File: src/rtl/multicycle_ctrl_fsm.sv
// Multicycle control unit: steps each instruction through FETCH/DECODE/EXEC/MEM/WB,
// issuing one-cycle datapath enables and counting retired instructions.
module multicycle_ctrl_fsm #(
    parameter int INSTR_W = 16,
    parameter int OPC_W   = 4,
    parameter int CNT_W   = 32
) (
    input  logic               clk,
    input  logic               rst_n,
    input  logic               run,
    input  logic [INSTR_W-1:0] instr,
    input  logic               imem_ready,
    input  logic               dmem_ready,
    input  logic               branch_taken,
    output logic               imem_rd,
    output logic               ir_write,
    output logic               pc_write,
    output logic [1:0]         pc_src,
    output logic               alu_src,
    output logic [2:0]         alu_op,
    output logic               ext_op,
    output logic               dmem_rd,
    output logic               dmem_wr,
    output logic               l_type,
    output logic               sv,
    output logic               reg_wr,
    output logic               rf_dst,
    output logic [1:0]         wb_sel,
    output logic [2:0]         state,
    output logic               illegal,
    output logic [CNT_W-1:0]   retired
);

    typedef enum logic [2:0] {
        S_FETCH  = 3'd0,
        S_DECODE = 3'd1,
        S_EXEC   = 3'd2,
        S_MEM    = 3'd3,
        S_WB     = 3'd4,
        S_TRAP   = 3'd7
    } state_t;

    localparam logic [3:0] OP_AND  = 4'h0, OP_ADD = 4'h1, OP_SUB  = 4'h2, OP_ADDI = 4'h3;
    localparam logic [3:0] OP_ANDI = 4'h4, OP_LW  = 4'h5, OP_LB   = 4'h6, OP_SW   = 4'h7;
    localparam logic [3:0] OP_BGT  = 4'h8, OP_BLT = 4'h9, OP_BEQ  = 4'hA, OP_BNE  = 4'hB;
    localparam logic [3:0] OP_JMP  = 4'hC, OP_CALL = 4'hD, OP_RET = 4'hE, OP_SV   = 4'hF;

    localparam logic [CNT_W-1:0] CNT_ONE = CNT_W'(1);

    state_t            state_q, state_d;
    logic [OPC_W-1:0]  opc_q, opc_d;
    logic              illegal_q, illegal_d;
    logic [CNT_W-1:0]  retired_q;
    logic              retire;

    logic [3:0] op4;
    logic       opc_ext;
    logic       is_load, is_store, is_branch;

    assign op4       = opc_q[3:0];
    // Opcodes beyond the 16 defined ones only exist when OPC_W is wider than 4.
    assign opc_ext   = (OPC_W > 4) ? |(opc_q >> 4) : 1'b0;
    assign is_load   = (op4 == OP_LW) || (op4 == OP_LB);
    assign is_store  = (op4 == OP_SW) || (op4 == OP_SV);
    assign is_branch = (op4 == OP_BGT) || (op4 == OP_BLT) || (op4 == OP_BEQ) || (op4 == OP_BNE);

    always_ff @(posedge clk or negedge rst_n) begin
        if (!rst_n) begin
            state_q   <= S_FETCH;
            opc_q     <= '0;
            illegal_q <= 1'b0;
            retired_q <= '0;
        end else begin
            state_q   <= state_d;
            opc_q     <= opc_d;
            illegal_q <= illegal_d;
            if (retire) retired_q <= retired_q + CNT_ONE;
        end
    end

    always_comb begin
        state_d   = state_q;
        opc_d     = opc_q;
        illegal_d = illegal_q;
        retire    = 1'b0;
        imem_rd   = 1'b0;
        ir_write  = 1'b0;
        pc_write  = 1'b0;
        pc_src    = 2'd0;
        alu_src   = 1'b0;
        alu_op    = 3'b000;
        ext_op    = 1'b0;
        dmem_rd   = 1'b0;
        dmem_wr   = 1'b0;
        l_type    = 1'b0;
        sv        = 1'b0;
        reg_wr    = 1'b0;
        rf_dst    = 1'b0;
        wb_sel    = 2'd0;

        unique case (state_q)
            S_FETCH: begin
                if (run) begin
                    imem_rd = 1'b1;
                    if (imem_ready) begin
                        ir_write = 1'b1;
                        pc_write = 1'b1;
                        opc_d    = instr[INSTR_W-1 -: OPC_W];
                        state_d  = S_DECODE;
                    end
                end
            end
            S_DECODE: begin
                if (opc_ext) begin
                    illegal_d = 1'b1;
                    state_d   = S_TRAP;
                end else begin
                    case (op4)
                        OP_JMP: begin
                            pc_write = 1'b1;
                            pc_src   = 2'd2;
                            retire   = 1'b1;
                            state_d  = S_FETCH;
                        end
                        OP_CALL: begin
                            pc_write = 1'b1;
                            pc_src   = 2'd2;
                            reg_wr   = 1'b1;
                            rf_dst   = 1'b1;
                            wb_sel   = 2'd2;
                            retire   = 1'b1;
                            state_d  = S_FETCH;
                        end
                        OP_RET: begin
                            pc_write = 1'b1;
                            pc_src   = 2'd3;
                            retire   = 1'b1;
                            state_d  = S_FETCH;
                        end
                        default: state_d = S_EXEC;
                    endcase
                end
            end
            S_EXEC: begin
                case (op4)
                    OP_AND:  alu_op = 3'b000;
                    OP_ADD:  alu_op = 3'b001;
                    OP_SUB:  alu_op = 3'b010;
                    OP_ADDI: begin alu_src = 1'b1; alu_op = 3'b001; ext_op = 1'b1; end
                    OP_ANDI: begin alu_src = 1'b1; alu_op = 3'b000; end
                    OP_LW, OP_LB, OP_SW: begin
                        alu_src = 1'b1;
                        alu_op  = 3'b001;
                        ext_op  = 1'b1;
                    end
                    OP_BGT, OP_BLT, OP_BEQ, OP_BNE: begin
                        alu_op = 3'b010;
                        ext_op = 1'b1;
                    end
                    default: ;
                endcase
                if (is_branch) begin
                    pc_write = branch_taken;
                    pc_src   = 2'd1;
                    retire   = 1'b1;
                    state_d  = S_FETCH;
                end else if (is_load || is_store) begin
                    state_d = S_MEM;
                end else begin
                    state_d = S_WB;
                end
            end
            S_MEM: begin
                if (is_load) begin
                    dmem_rd = 1'b1;
                    l_type  = (op4 == OP_LW);
                end else begin
                    dmem_wr = 1'b1;
                    sv      = (op4 == OP_SV);
                end
                if (dmem_ready) begin
                    if (is_load) begin
                        state_d = S_WB;
                    end else begin
                        retire  = 1'b1;
                        state_d = S_FETCH;
                    end
                end
            end
            S_WB: begin
                reg_wr  = 1'b1;
                wb_sel  = is_load ? 2'd1 : 2'd0;
                retire  = 1'b1;
                state_d = S_FETCH;
            end
            S_TRAP: state_d = S_TRAP;
            default: state_d = S_FETCH;
        endcase
    end

    assign state   = state_q;
    assign illegal = illegal_q;
    assign retired = retired_q;

endmodule

File: config.mk
export PLATFORM = sky130hd
export DESIGN_NAME = multicycle_ctrl_fsm
export DESIGN_NICKNAME = d
export VERILOG_FILES = /design/src/rtl/multicycle_ctrl_fsm.sv
export SDC_FILE = /design/constraint.sdc
export NUM_CORES = 1
export LEC_CHECK = 0
export BUFFER_PORTS_ARGS = -buffer_cell sky130_fd_sc_hd__clkbuf_2
export CAP_MARGIN = 25
export CORE_MARGIN = 4
export CORE_UTILIZATION = 30
export DETAILED_ROUTE_END_ITERATION = 7
export PLACE_DENSITY = 0.59
export SKIP_LAST_GASP = 1
export SLEW_MARGIN = 20
export SYNTH_ARGS = -nofsm -noshare
export SYNTH_HDL_FRONTEND = slang
export SYNTH_SLANG_ARGS = --single-unit
File: constraint.sdc
create_clock -name clk -period 1.89 [get_ports clk]
set_clock_uncertainty 0.1 [all_clocks]
set_input_delay 0.189 -clock clk [delete_from_list [all_inputs] [get_ports clk]]
set_output_delay 0.189 -clock clk [all_outputs]
set_load 0.02 [all_outputs]
After elaboration in Yosys (flattened, before gate mapping)
Cells that the tools add are included.
Word-level totals
  register bits: 39
  bits in latches: 0
  RAM bits: 0
  memory bits (read-only): 0
  bits of input ports: 22
  output and inout bits: 54
  word-level logic and storage cells: 84
  memories: 0
Cells by class
  $add $sub $neg: 1
  multiply operators: 0
  divide/modulo/power cells: 0
  order comparisons: 0
  equality and inequality tests: 23
  shift-type cells: 0
  mux-type cells: 42
  bitwise logic cells: 0
  reductions and logical operators: 15
Operators by type and width (number)
  $add 32x1->32 const B: 1
  $eq 4x4->1 const B: 8
  $mux 1: 25
  $mux 3: 6
  $eq 4x3->1 const B: 4
  $pmux 2 s2: 4
  $pmux 3 s5: 1
  $reduce_or 5->1: 3
  $eq 4x2->1 const B: 2
  $reduce_or 8->1: 1
  $eq 3x2->1 const B: 2
  $eq 3x3->1 const B: 2
  $logic_or 1x1->1: 6
  $mux 2: 3
  $ne 2x2->1 const B: 3
  $reduce_and 3->1: 2
  $eq 4x1->1 const B: 1
  $pmux 1 s4: 1
  $eq 3x1->1 const B: 1
  $logic_not 3->1: 1
  $pmux 1 s3: 1
  $reduce_or 3->1: 1
  $pmux 1 s2: 1
  $reduce_or 2->1: 1

Logic depth before layout (Yosys ltp)
Gate-level depths: netlist (run 1).
  depth after elaboration: 6
  mapped depth: 7
  mapped depth without buffers: 5

Worst setup path before layout (run 1)
Ideal clock, no wire load.
  path type: reg2out
  start point: register state_q[1] (netlist: state[1])
  end point: output port pc_write
  arrival time: 2.196 ns
  required time: 1.601 ns
  setup slack: -0.595 ns
  stages on the path, launching flop included: 6
  buffers on the path: 1
  path through: dfrtp_1 -> buf_2 -> nor4b_1 -> nand2_1 -> clkinv_1 -> a211o_1
Between the ends
  word-level cells in the longest chain between the ends: 2
  elaborated cells on any way between the ends: 4
  those cells by class: eq/ne: 2; mux: 1; reduce/logical: 1
Ends and longest elaborated chain
  start, declared: line 50  | state_t state_q, state_d;
  start signal, assigned: line 74  | state_q <= state_d;
  $eq 3x2->1, or another cell as far along: line 101  | unique case (state_q)
  $pmux 1 s3 *: line 101
  end, declared: line 17  | output logic pc_write,
Every way passes the cells marked *; elsewhere a longest branch is shown, timed or not.

Final worst setup path (run 1)
  start point: register state_q[1] (netlist: state[1])
  end point: register retired_q[21] (netlist: retired[21])
Between the ends
  word-level cells in the longest chain between the ends: 2
  elaborated cells on any way between the ends: 5
  those cells by class: eq/ne: 4; mux: 1
Ends and longest elaborated chain
  $eq 3x3->1, or another cell as far along: line 101
  $pmux 1 s4 *: line 101
  end signal, assigned: line 77  | if (retire) retired_q <= retired_q + CNT_ONE;
  end, declared: line 53  | logic [CNT_W-1:0] retired_q;
Marked as above.
A chain may end at the register's enable or synchronous reset.

==> summary.md, run 1 <==
| Metric | Value |
|---|---|
| Status | finished with violations |
| Failing checks | negative setup slack |
| Via count | 2,251 |
| CTS Buf Count | 5 |
| Initial antenna violation count | 0 |
| Insertion delay to the later sink of the worst-skew pair | 290 ps |
| Register area share after synthesis | 44.07% |
| Post-synth EDFFs | 0 |
| DIE AREA | 8821 um^2 |
| Ys flop type | dfrtp_1 |
| Max Clk Rate | 478.0 MHz |
| Async S/R FF share, synth | 100.0% |
| Placed cell area | 2937 um^2 |
| Clock Power Share | 19.7% |
| Max Cap Viol | 0 |
| Post-layout util | 53.75% |
| Drt drc | 0 |
| Slew headroom | 49.94% |
| Required @ worst endpoint | 1970 ps |
| Syn avg cell area | 9.266 um^2 |
| 1st-iter DRT viols | 68 |
| Post-synthesis xor/xnor area fraction | 12.66% |
| Mux contribution to synthesized area | 0.5085% |
| R2r endpoint | retired[21] |
| Complex-gate fraction of the synthesized area | 8.305% |
| Reg2Reg Setup Slack | -200 ps |
| Power share of the sequential group | 25.3% |
| TritonCTS clock tree | done |
| Crit path arrival time | 2170 ps |
| Worst-path clk slew | 80 ps |
| Sw power | 0.001637 W |
| # IOs | 76 |
| Gp weighted congestion | 0.8166 |
| CP Class | register to register |
| R2r worst-path depth | 7 |
| Leak Pwr | 2.007 nW |
| CP endpoint | retired[21] |
| Post-Route WL | 7048 um |
| Synthesized area | 2215 um^2 |
| Switching Share | 38.98% |
| Synth cell types | 45 |
| Comb pwr share | 55.0% |
| Fin. Hold Viols | 0 |
| Int Pwr | 0.002563 W |
| Worst setup margin | -202.0 ps |
| Core Area | 7214 um^2 |
| CP endpoint kind | register |
| Worst Max-Slew Pin Slew | 749.0 ps |
| Layout cell share with drive strength beyond 1 | 52.59% |
| TNS Setup | -3894 ps |
| Crit path max fanout | 12 |
| Die W | 93.92 um |
| PwrDens | 1083 nW/um^2 |
| Pre-CTS WS | -140.9 ps |
| Global-route wire length before repair | 11,110 um |
| Max Transition Viols Final | 0 |
| Antenna-violating nets left | 0 |
| Die height | 93.92 um |
| Row count | 31 |
| Largest family of logic cells by synthesized area | simple AND/OR/NAND/NOR gates |
| Port buffer count | 61 |
| Adder-cell area share of the yosys netlist | 1.017% |
| RSZ-0062 raised after global routing | yes |
| Synthesis-stage register bit count | 39 |
| Largest net degree at the start of global routing | 23 |
| Reg2reg start | state[1] |
| CTS Sinks | 39 |
| Synth warn | 0 |
| Overall power | 0.004200 W |
| Vias in the first global route | 2,236 |
| First-pass DRT Iterations | 4 |
| Maximum vdd drop | 452.9 uV |
| Initial core utilization | 30.70% |
| H-tree levels | 2 |
| Synth-to-layout area growth | 75.08% |
| Overall routing resource usage | 15.84% |
| Synth Area in Simple Gates | 28.64% |
| NumNets Final | 389 |
| Cells after Synth | 239 |
| Root buffer cell | clkbuf_8 |
| Final setup viols | 34 |
| Vias per inst | 4.830 |
| Design area | 3877 um^2 |
| Deepest clock path buffer count | 2 |
| Startpoint types | register |
| Min-Delay Path Class | input port to register |
| Wirelength per Cell | 15.12 um |
| Period utilization | 110.7% |
| Antenna Cells | 0 |
| Critical path launch point | state[1] |
| Tmin final | 2092 ps |
| GRT overflow | 0 |
| Hpwl dp | 4532 um |
area by class of cell:
cell class,count,area (um^2)
Tap cell,99,123.9
Multi-Input combinational cell,181,1544
Fill cell,626,3337
Timing Repair Buffer,132,1057
Clock buffer,6,72.57
Clock inverter,2,60.06
Inverter,7,38.79
Sequential cell,39,980.9
cells by family (layout without fill, tap and decap cells):
logic type	Yosys count	count (layout)
XOR/XNOR	32	32
AND/OR/NAND/NOR	118	118
AO/OA/AOI/OAI	26	26
other	1	2
flip-flops	39	39
buffers and inverters	20	147
adder cells (fa/ha/maj)	2	2
multiplexers	1	1
how the worst min path moves through the flow:
stage | from | end | slack [ps] | cells past startpoint
after floorplan | rst_n | op4[0] | -210 | 0
after global placement | rst_n | op4[0] | 70 | 1
after detailed placement | rst_n | op4[0] | 70 | 1
after CTS | instr[15] | op4[3] | 10 | 3
after global routing | instr[15] | op4[3] | 20 | 3
final | instr[15] | op4[3] | 20 | 3
placed cells by master, fill, tap and decap left out, drive strengths merged, types with 2 or more instances in the layout:
cell type     n
and2          2
buf          76
xnor2         6
bufinv        2
nor2         13
conb          2
and4          3
nand2b        5
nand3        12
and3          2
nand4         5
nor4b         2
a211oi        2
a2111oi       2
xor2         26
a21oi         7
o21ai         7
or3           3
nand2        36
inv           5
nand3b        2
nor3         20
nor4          9
dlygate4sd3   4
dfrtp        39
clkbuf       58
worst max-delay path, cell delays in order (launching register included):
cell	delay (ps)
dfrtp_2	430
buf_6	140
nand2b_4	150
a2111oi_4	410
a211oi_4	110
buf_12	180
or3_1	320
xnor2_1	130
per-layer routing:
layer	share of wire [%]	GRT usage (%)
met2	51	27.74
met1	43	19.89
met4	1.0	3.971
met5	0	0
met3	4.7	3.125
sequential cells by signal, summed over array words and instances, names as in the netlist:
| signal | cells |
|---|---|
| op4 | 4 |
| retired | 32 |
| state | 3 |
cell usage after synthesis (all sizes together), types with 2 or more instances:
master / number / area, um^2
a21oi: 7 / 35.03
xor2: 26 / 227.7
xnor2: 6 / 52.55
and2: 2 / 12.51
clkinv: 2 / 7.510
clkbuf: 5 / 18.77
dfrtp: 39 / 975.9
nor2: 13 / 48.80
o21ai: 7 / 35.03
a2111oi: 2 / 30.03
and4: 3 / 26.28
a211oi: 2 / 20.02
nor4b: 2 / 17.52
and3: 2 / 12.51
or3: 3 / 18.77
nand2: 36 / 135.1
nor3: 20 / 100.1
nand3b: 2 / 15.01
inv: 5 / 18.77
nand2b: 5 / 31.28
nand3: 12 / 60.06
nor4: 9 / 90.09
buf: 8 / 57.55
nand4: 5 / 31.28
per-stage QoR:
step                      hold WS (ps)  instances
final                            20.79        466
after global routing             22.26        466
after CTS                        14.94        452
after detailed placement         71.89        425
after global placement           71.55        425
after floorplan                 -206.6        240
power by group through the flow:
stage | Clock [W] | Combinational (W) | Sequential [W]
global placement | 0 | 0.00159 | 0.00106
CTS | 0.000849 | 0.00198 | 0.00105
detailed placement | 0 | 0.00160 | 0.00106
global route | 0.000890 | 0.00247 | 0.00108
floorplan | 0 | 0.000841 | 0.00116
finish | 0.000828 | 0.00231 | 0.00106
what timing repair did:
item                                   4_1_cts  5_1_grt
hold buffers                                 4        0
endpoints found under the hold margin       20        0
setup endpoints to repair                   36       47
setup buffers                               13       15
resized for setup                           57       62
pin swaps                                    9       32
gates cloned                                 2        0
Note: power is estimated with default switching activity, not from simulation.
==> inputs of run 2 (changes only) <==
--- a/config.mk
+++ b/config.mk
@@ -5,12 +5,12 @@
 export SDC_FILE = /design/constraint.sdc
 export NUM_CORES = 1
 export LEC_CHECK = 0
-export BUFFER_PORTS_ARGS = -buffer_cell sky130_fd_sc_hd__clkbuf_2
 export CAP_MARGIN = 25
 export CORE_MARGIN = 4
 export CORE_UTILIZATION = 30
 export DETAILED_ROUTE_END_ITERATION = 7
-export PLACE_DENSITY = 0.59
+export DONT_BUFFER_PORTS = 1
+export PLACE_DENSITY = 0.5
 export SKIP_LAST_GASP = 1
 export SLEW_MARGIN = 20
 export SYNTH_ARGS = -nofsm -noshare
==> summary.md, run 2 (synthesis gave the netlist of run 1 again) <==
| Metric | Value |
|---|---|
| Port buffer count | 0 (-100%) |
| First-pass DRT Iterations | 4 (unchanged) |
| Most common cell after layout, fill and taps aside | buf_4 |
| Initial antenna violation count | 0 (unchanged) |
| Core Area | 7214 um^2 (unchanged) |
| Failing checks | negative setup slack |
| Power share of the sequential group | 28.2% (+2.9 points) |
| Initial core utilization | 30.70% (unchanged) |
| Die height | 93.92 um (unchanged) |
| Number of flip-flops in the largest register | 32 (unchanged) |
| Crit path max fanout | 8 (-4) |
| CP Class | register to register |
| Hpwl dp | 4508 um (-0.54%) |
| Slew headroom | 60.36% (+10 points) |
| Vias per inst | 4.900 (+1.4%) |
| Required @ worst endpoint | 1960 ps (about the same) |
| CP endpoint kind | register |
| Seq. cell area | 980.9 um^2 (unchanged) |
| Global-route wire length before repair | 10,070 um (-9.4%) |
| Leak Pwr | 1.809 nW (-9.9%) |
| CTS Sinks | 39 (unchanged) |
| Clock Power Share | 14.2% (-5.5 points) |
| DIE AREA | 8821 um^2 (unchanged) |
| Antenna Cells | 0 (unchanged) |
| Deepest clock path buffer count | 2 (unchanged) |
| H-tree levels | 2 (unchanged) |
| Final setup viols | 37 (+8.8%) |
| Insertion delay to the later sink of the worst-skew pair | 280 ps (about the same) |
| Min-Delay Path Class | input port to register |
| # IOs | 76 (unchanged) |
| GRT overflow | 0 (unchanged) |
| Most frequent cells in the layout | buf_4 (77), dfrtp_1 (35), nand2_1 (32) |
| Die W | 93.92 um (unchanged) |
| Layout cell share with drive strength beyond 1 | 49.41% (-3.2 points) |
| RSZ-0062 raised after global routing | yes |
| Max Clk Rate | 482.6 MHz (+0.95%) |
| Root buffer cell | clkbuf_8 |
| Multi-input combinational cell area | 1577 um^2 (+2.1%) |
| Wirelength per Cell | 15.74 um (+4.1%) |
| Gp weighted congestion | 0.8403 (+2.9%) |
| Int Pwr | 0.002277 W (-11%) |
| Max Cap Viol | 0 (unchanged) |
| Post-Route WL | 6911 um (-1.9%) |
| TNS Setup | -4151 ps (-257.3 ps) |
| Drt drc | 0 (unchanged) |
| Antenna-violating nets left | 0 (unchanged) |
| Synth-to-layout area growth | 69.15% |
| Largest net degree at the start of global routing | 40 (+74%) |
| Sw power | 0.001566 W (-4.4%) |
| Tmin final | 2072 ps (-19.68 ps) |
| Fin. Hold Viols | 0 (unchanged) |
| Overall power | 0.003843 W (-8.5%) |
| Crit path arrival time | 2140 ps (-30 ps) |
| Via count | 2,151 (-4.4%) |
| TritonCTS clock tree | done |
| CTS Buf Count | 5 (unchanged) |
| Status | finished with violations |
| 1st-iter DRT viols | 52 (-24%) |
| Overall routing resource usage | 14.38% (-1.5 points) |
| Worst setup margin | -182.3 ps (+19.67 ps) |
| NumNets Final | 362 (-6.9%) |
| Max Transition Viols Final | 0 (unchanged) |
| Row count | 31 (unchanged) |
| Vias in the first global route | 1,961 (-12%) |
| Comb pwr share | 57.6% (+2.6 points) |
| Startpoint types | register |
| Fillcell total | 668 (+6.7%) |
| Period utilization | 109.6% (-1.0 points) |
| Maximum vdd drop | 524.5 uV (+16%) |
| Switching Share | 40.75% (+1.8 points) |
| Worst Max-Slew Pin Slew | 593.2 ps (-155.8 ps) |
| PwrDens | 1026 nW/um^2 (-5.3%) |
| Worst-path clk slew | 70 ps (about the same) |
[run 2: cell count changes in the layout (fill, tap and decap cells not counted), sizes merged]
| cell | delta |
|---|---|
| clkinvlp | +1 |
| clkbuf | -50 |
| bufbuf | +1 |
| bufinv | -2 |
| inv | -1 |
| buf | +21 |
| dlygate4sd3 | +1 |
| clkinv | +1 |
| a211oi | +1 |
[run 2: area by class of cell]
| class | count | share of cell area, % |
|---|---|---|
| sequential | 39 | 26.19 |
| multi-input combinational | 182 | 42.08 |
| clock buffer | 7 | 2.037 |
| tap | 99 | 3.307 |
| clock inverter | 1 | 0.1336 |
| inverter | 7 | 0.9018 |
| timing repair buffer | 104 | 25.35 |
[run 2: power groups by stage]
stage | sequential [W] | combinational, W | clock, W
floorplan | 0.00116 | 0.000841 | 0
global placement | 0.00107 | 0.00148 | 0
detailed placement | 0.00107 | 0.00148 | 0
CTS | 0.00105 | 0.00177 | 0.000569
global route | 0.00110 | 0.00237 | 0.000608
finish | 0.00108 | 0.00221 | 0.000546
[run 2: path summary, 6_finish.rpt]
kind	start	to	slack (ps)	cells past startpoint
hold / removal	dmem_ready	state[2]	50	2
setup / recovery	op4[0]	retired[11]	-180	7
max in group asynchronous	rst_n	op4[3]	1230	2
min in group asynchronous	rst_n	retired[7]	250	2
hold reg to reg	retired[20]	retired[20]	430	1
setup reg to reg	op4[0]	retired[11]	-180	7
[run 2: layer usage]
| layer | global-route usage (%) | vias to the layer above | routed length (um) |
|---|---|---|---|
| li1 | - | 1040 | - |
| met1 | 18.86 | 1056 | 2912 |
| met2 | 23.30 | 51 | 3566 |
| met3 | 4.087 | 4 | 389 |
| met4 | 3.610 | 0 | 43 |
| met5 | 0 | - | 0 |
[run 2: worst max-delay path: stages, from the launching register on]
cell	delay [ps]
dfrtp_1	430
xor2_2	310
a2111oi_4	110
buf_4	170
a211oi_4	390
buf_12	210
nor4_4	50
xor2_1	170
[run 2: through the flow]
step	cells	instance area, um^2	setup WS [ps]	hold WS (ps)	util [%]
final	439	3746	-182.3	53.33	51.93
after CTS	419	3224	-156.1	28.28	44.69
after detailed placement	397	2867	-210.8	-205.3	39.73
after global placement	397	2867	-168.9	-205.2	39.73
after floorplan	240	2282	-201.8	-206.6	-
after global routing	439	3746	-285.1	24.64	51.93
[run 2: repair_timing]
| action | CTS | global route |
|---|---|---|
| gates cloned | 1 | 2 |
| pin swaps | 9 | 37 |
| hold buffers | 6 | 0 |
| resized for setup | 24 | 66 |
| setup endpoints to repair | 42 | 47 |
| hold endpoints to repair | 43 | 0 |
| setup buffers | 7 | 19 |
==> inputs of run 3 (changes only) <==
--- a/config.mk
+++ b/config.mk
@@ -10,9 +10,8 @@
 export CORE_UTILIZATION = 30
 export DETAILED_ROUTE_END_ITERATION = 7
 export DONT_BUFFER_PORTS = 1
-export PLACE_DENSITY = 0.5
+export PLACE_DENSITY = 0.49
 export SKIP_LAST_GASP = 1
-export SLEW_MARGIN = 20
 export SYNTH_ARGS = -nofsm -noshare
 export SYNTH_HDL_FRONTEND = slang
 export SYNTH_SLANG_ARGS = --single-unit
==> constraint.sdc (replaced) <==
create_clock -name clk -period 2.5 [get_ports clk]
set_clock_uncertainty 0.1 [all_clocks]
set_input_delay 0.25 -clock clk [delete_from_list [all_inputs] [get_ports clk]]
set_output_delay 0.25 -clock clk [all_outputs]
set_load 0.02 [all_outputs]
==> summary.md, run 3 (synthesis gave the netlist of run 1 again) <==
| Metric | Value |
|---|---|
| Port buffer count | 0 (unchanged) |
| Final setup viols | 0 (-100%) |
| Initial antenna violation count | 0 (unchanged) |
| Antenna-violating nets left | 0 (unchanged) |
| Core Area | 7214 um^2 (unchanged) |
| Max Transition Viols Final | 0 (unchanged) |
| Crit path max fanout | 10 (+2) |
| CP bufs+invs | 2 (unchanged) |
| CP Depth | 5 (-2) |
| Status | finished, final reports clean |
| Min-Delay Path Class | input port to register |
| Max Cap Viol | 0 (unchanged) |
| Root buffer cell | clkbuf_8 |
| Hpwl dp | 4004 um (-11%) |
| 1st-iter DRT viols | 40 (-23%) |
| R2r worst-path depth | 6 (-1) |
| Leak Pwr | 1.199 nW (-34%) |
| Synth-to-layout area growth | 19.27% |
| Most frequent cells in the layout | dfrtp_1 (39), nand2_1 (36), xor2_1 (26) |
| Largest net degree at the start of global routing | 40 (unchanged) |
| Top delay family on crit path | buffers and inverters |
| Die W | 93.92 um (unchanged) |
| Pre-CTS WS | 322.9 ps (+533.7 ps) |
| DIE AREA | 8821 um^2 (unchanged) |
| Reg2reg start | op4[0] |
| Insertion delay to the later sink of the worst-skew pair | 290 ps (about the same) |
| Fillcell total | 790 (+18%) |
| CP endpoint kind | primary output |
| Final std cells w/o fill | 365 (-17%) |
| H-tree levels | 2 (unchanged) |
| Crit path arrival time | 1990 ps (-150 ps) |
| CP Class | register to primary output |
| R2r endpoint | retired[21] |
| GRT overflow | 0 (unchanged) |
| Die height | 93.92 um (unchanged) |
| Fin. Hold Viols | 0 (unchanged) |
| CP endpoint | pc_write |
| Worst setup margin | 155.3 ps (+337.5 ps) |
| Post-Route WL | 5477 um (-21%) |
| TritonCTS clock tree | done |
| CTS Buf Count | 5 (unchanged) |
| RSZ-0062 raised after global routing | no |
| Setup Buffers After CTS | 0 (-7) |
| Max Clk Rate | 426.5 MHz |
| Startpoint types | register |
| Gp weighted congestion | 0.7918 (-5.8%) |
| Required @ worst endpoint | 2150 ps (+190 ps) |
| Worst-path clk slew | 80 ps (about the same) |
| # IOs | 76 (unchanged) |
| PwrDens | 815.0 nW/um^2 (-21%) |
| Vias in the first global route | 1,829 (-6.7%) |
| Period utilization | 93.79% |
| Reg2Reg Setup Slack | 340 ps (+520 ps) |
| Maximum vdd drop | 231.0 uV (-56%) |
| Deepest clock path buffer count | 2 (unchanged) |
| Post-Place Cells | 352 (-11%) |
| Overall routing resource usage | 12.91% (-1.5 points) |
| CTS Sinks | 39 (unchanged) |
| Antenna Cells | 0 (unchanged) |
| Tmin final | 2345 ps |
| Layout cell share with drive strength beyond 1 | 16.54% (-33 points) |
| Critical path launch point | state[0] |
| First-pass DRT Iterations | 4 (unchanged) |
| Global-route wire length before repair | 9121 um (-9.4%) |
| Drt drc | 0 (unchanged) |
| Row count | 31 (unchanged) |
| Crit-path slowest cell | dfrtp_1 |
| NumNets Final | 289 (-20%) |
| Largest stage delay, worst path | 500 ps (+70 ps) |
| Wirelength per Cell | 15.01 um (-4.7%) |
| Via count | 1,825 (-15%) |
| Number of flip-flops in the largest register | 32 (unchanged) |
| Initial core utilization | 30.70% (unchanged) |
| Vias per inst | 5.000 (+2.0%) |
| Worst-path cell chain | buf_4, nor4b_2, nand2_1, clkinvlp_4, a211o_1 |
| Most common cell after layout, fill and taps aside | dfrtp_1 |
| TNS Setup | 0 ps (+4151 ps) |
## run 3: changes by cell type in the layout (fill, tap and decap cells not counted), sizes merged
cell,delta
buf,-70
a211oi,-1
clkinvlp,-1
bufbuf,-1
inv,+1
clkbuf,-2
## run 3: worst min-delay path by stage
stage / cells after the start / to / slack, ps / start
floorplan: 0 / op4[0] / -150 / rst_n
global placement: 0 / retired[10] / -140 / rst_n
detailed placement: 0 / retired[10] / -140 / rst_n
CTS: 2 / state[2] / 100 / dmem_ready
global route: 2 / state[2] / 110 / dmem_ready
finish: 2 / state[2] / 110 / dmem_ready
## run 3: routing by layer
layer,vias to the layer above,wire length [um],GRT usage [%]
li1,890,-,-
met1,876,2385,16.26
met2,55,2559,20.28
met3,4,488,5.048
met4,0,44,4.091
met5,-,0,0
## run 3: timing repair
item	CTS	global route
hold endpoints to repair	43	0
endpoints found under the setup margin	0	1
hold buffers	6	0
resized for setup	0	1
## run 3: per-stage QoR
| stage | cell area (um^2) | total power [W] | util, % | hold slack, ps |
|---|---|---|---|---|
| floorplan | 2225 | 0.001458 | - | -145.6 |
| global placement | 2480 | 0.001709 | 34.37 | -144.4 |
| detailed placement | 2480 | 0.001715 | 34.37 | -144.4 |
| CTS | 2638 | 0.002185 | 36.56 | 103.4 |
| global route | 2641 | 0.002302 | 36.61 | 105.7 |
| finish | 2641 | 0.002153 | 36.61 | 109.2 |
## run 3: final cells by class
type	count	area, um^2	share of cell area, %
clock inverters	1	5.005	0.1895
flip-flops and latches	39	975.9	36.95
multi-input cells	181	1146	43.39
repair buffers	32	277.8	10.52
well taps	99	123.9	4.690
clock buffers	6	82.58	3.126
inverters	7	30.03	1.137
## run 3: power breakdown
part / leakage [nW] / internal [W] / switching (W)
clock: 0.0470 / 0.000217 / 0.000217
sequential: 0.524 / 0.000713 / 0.000134
combinational: 0.628 / 0.000316 / 0.000554
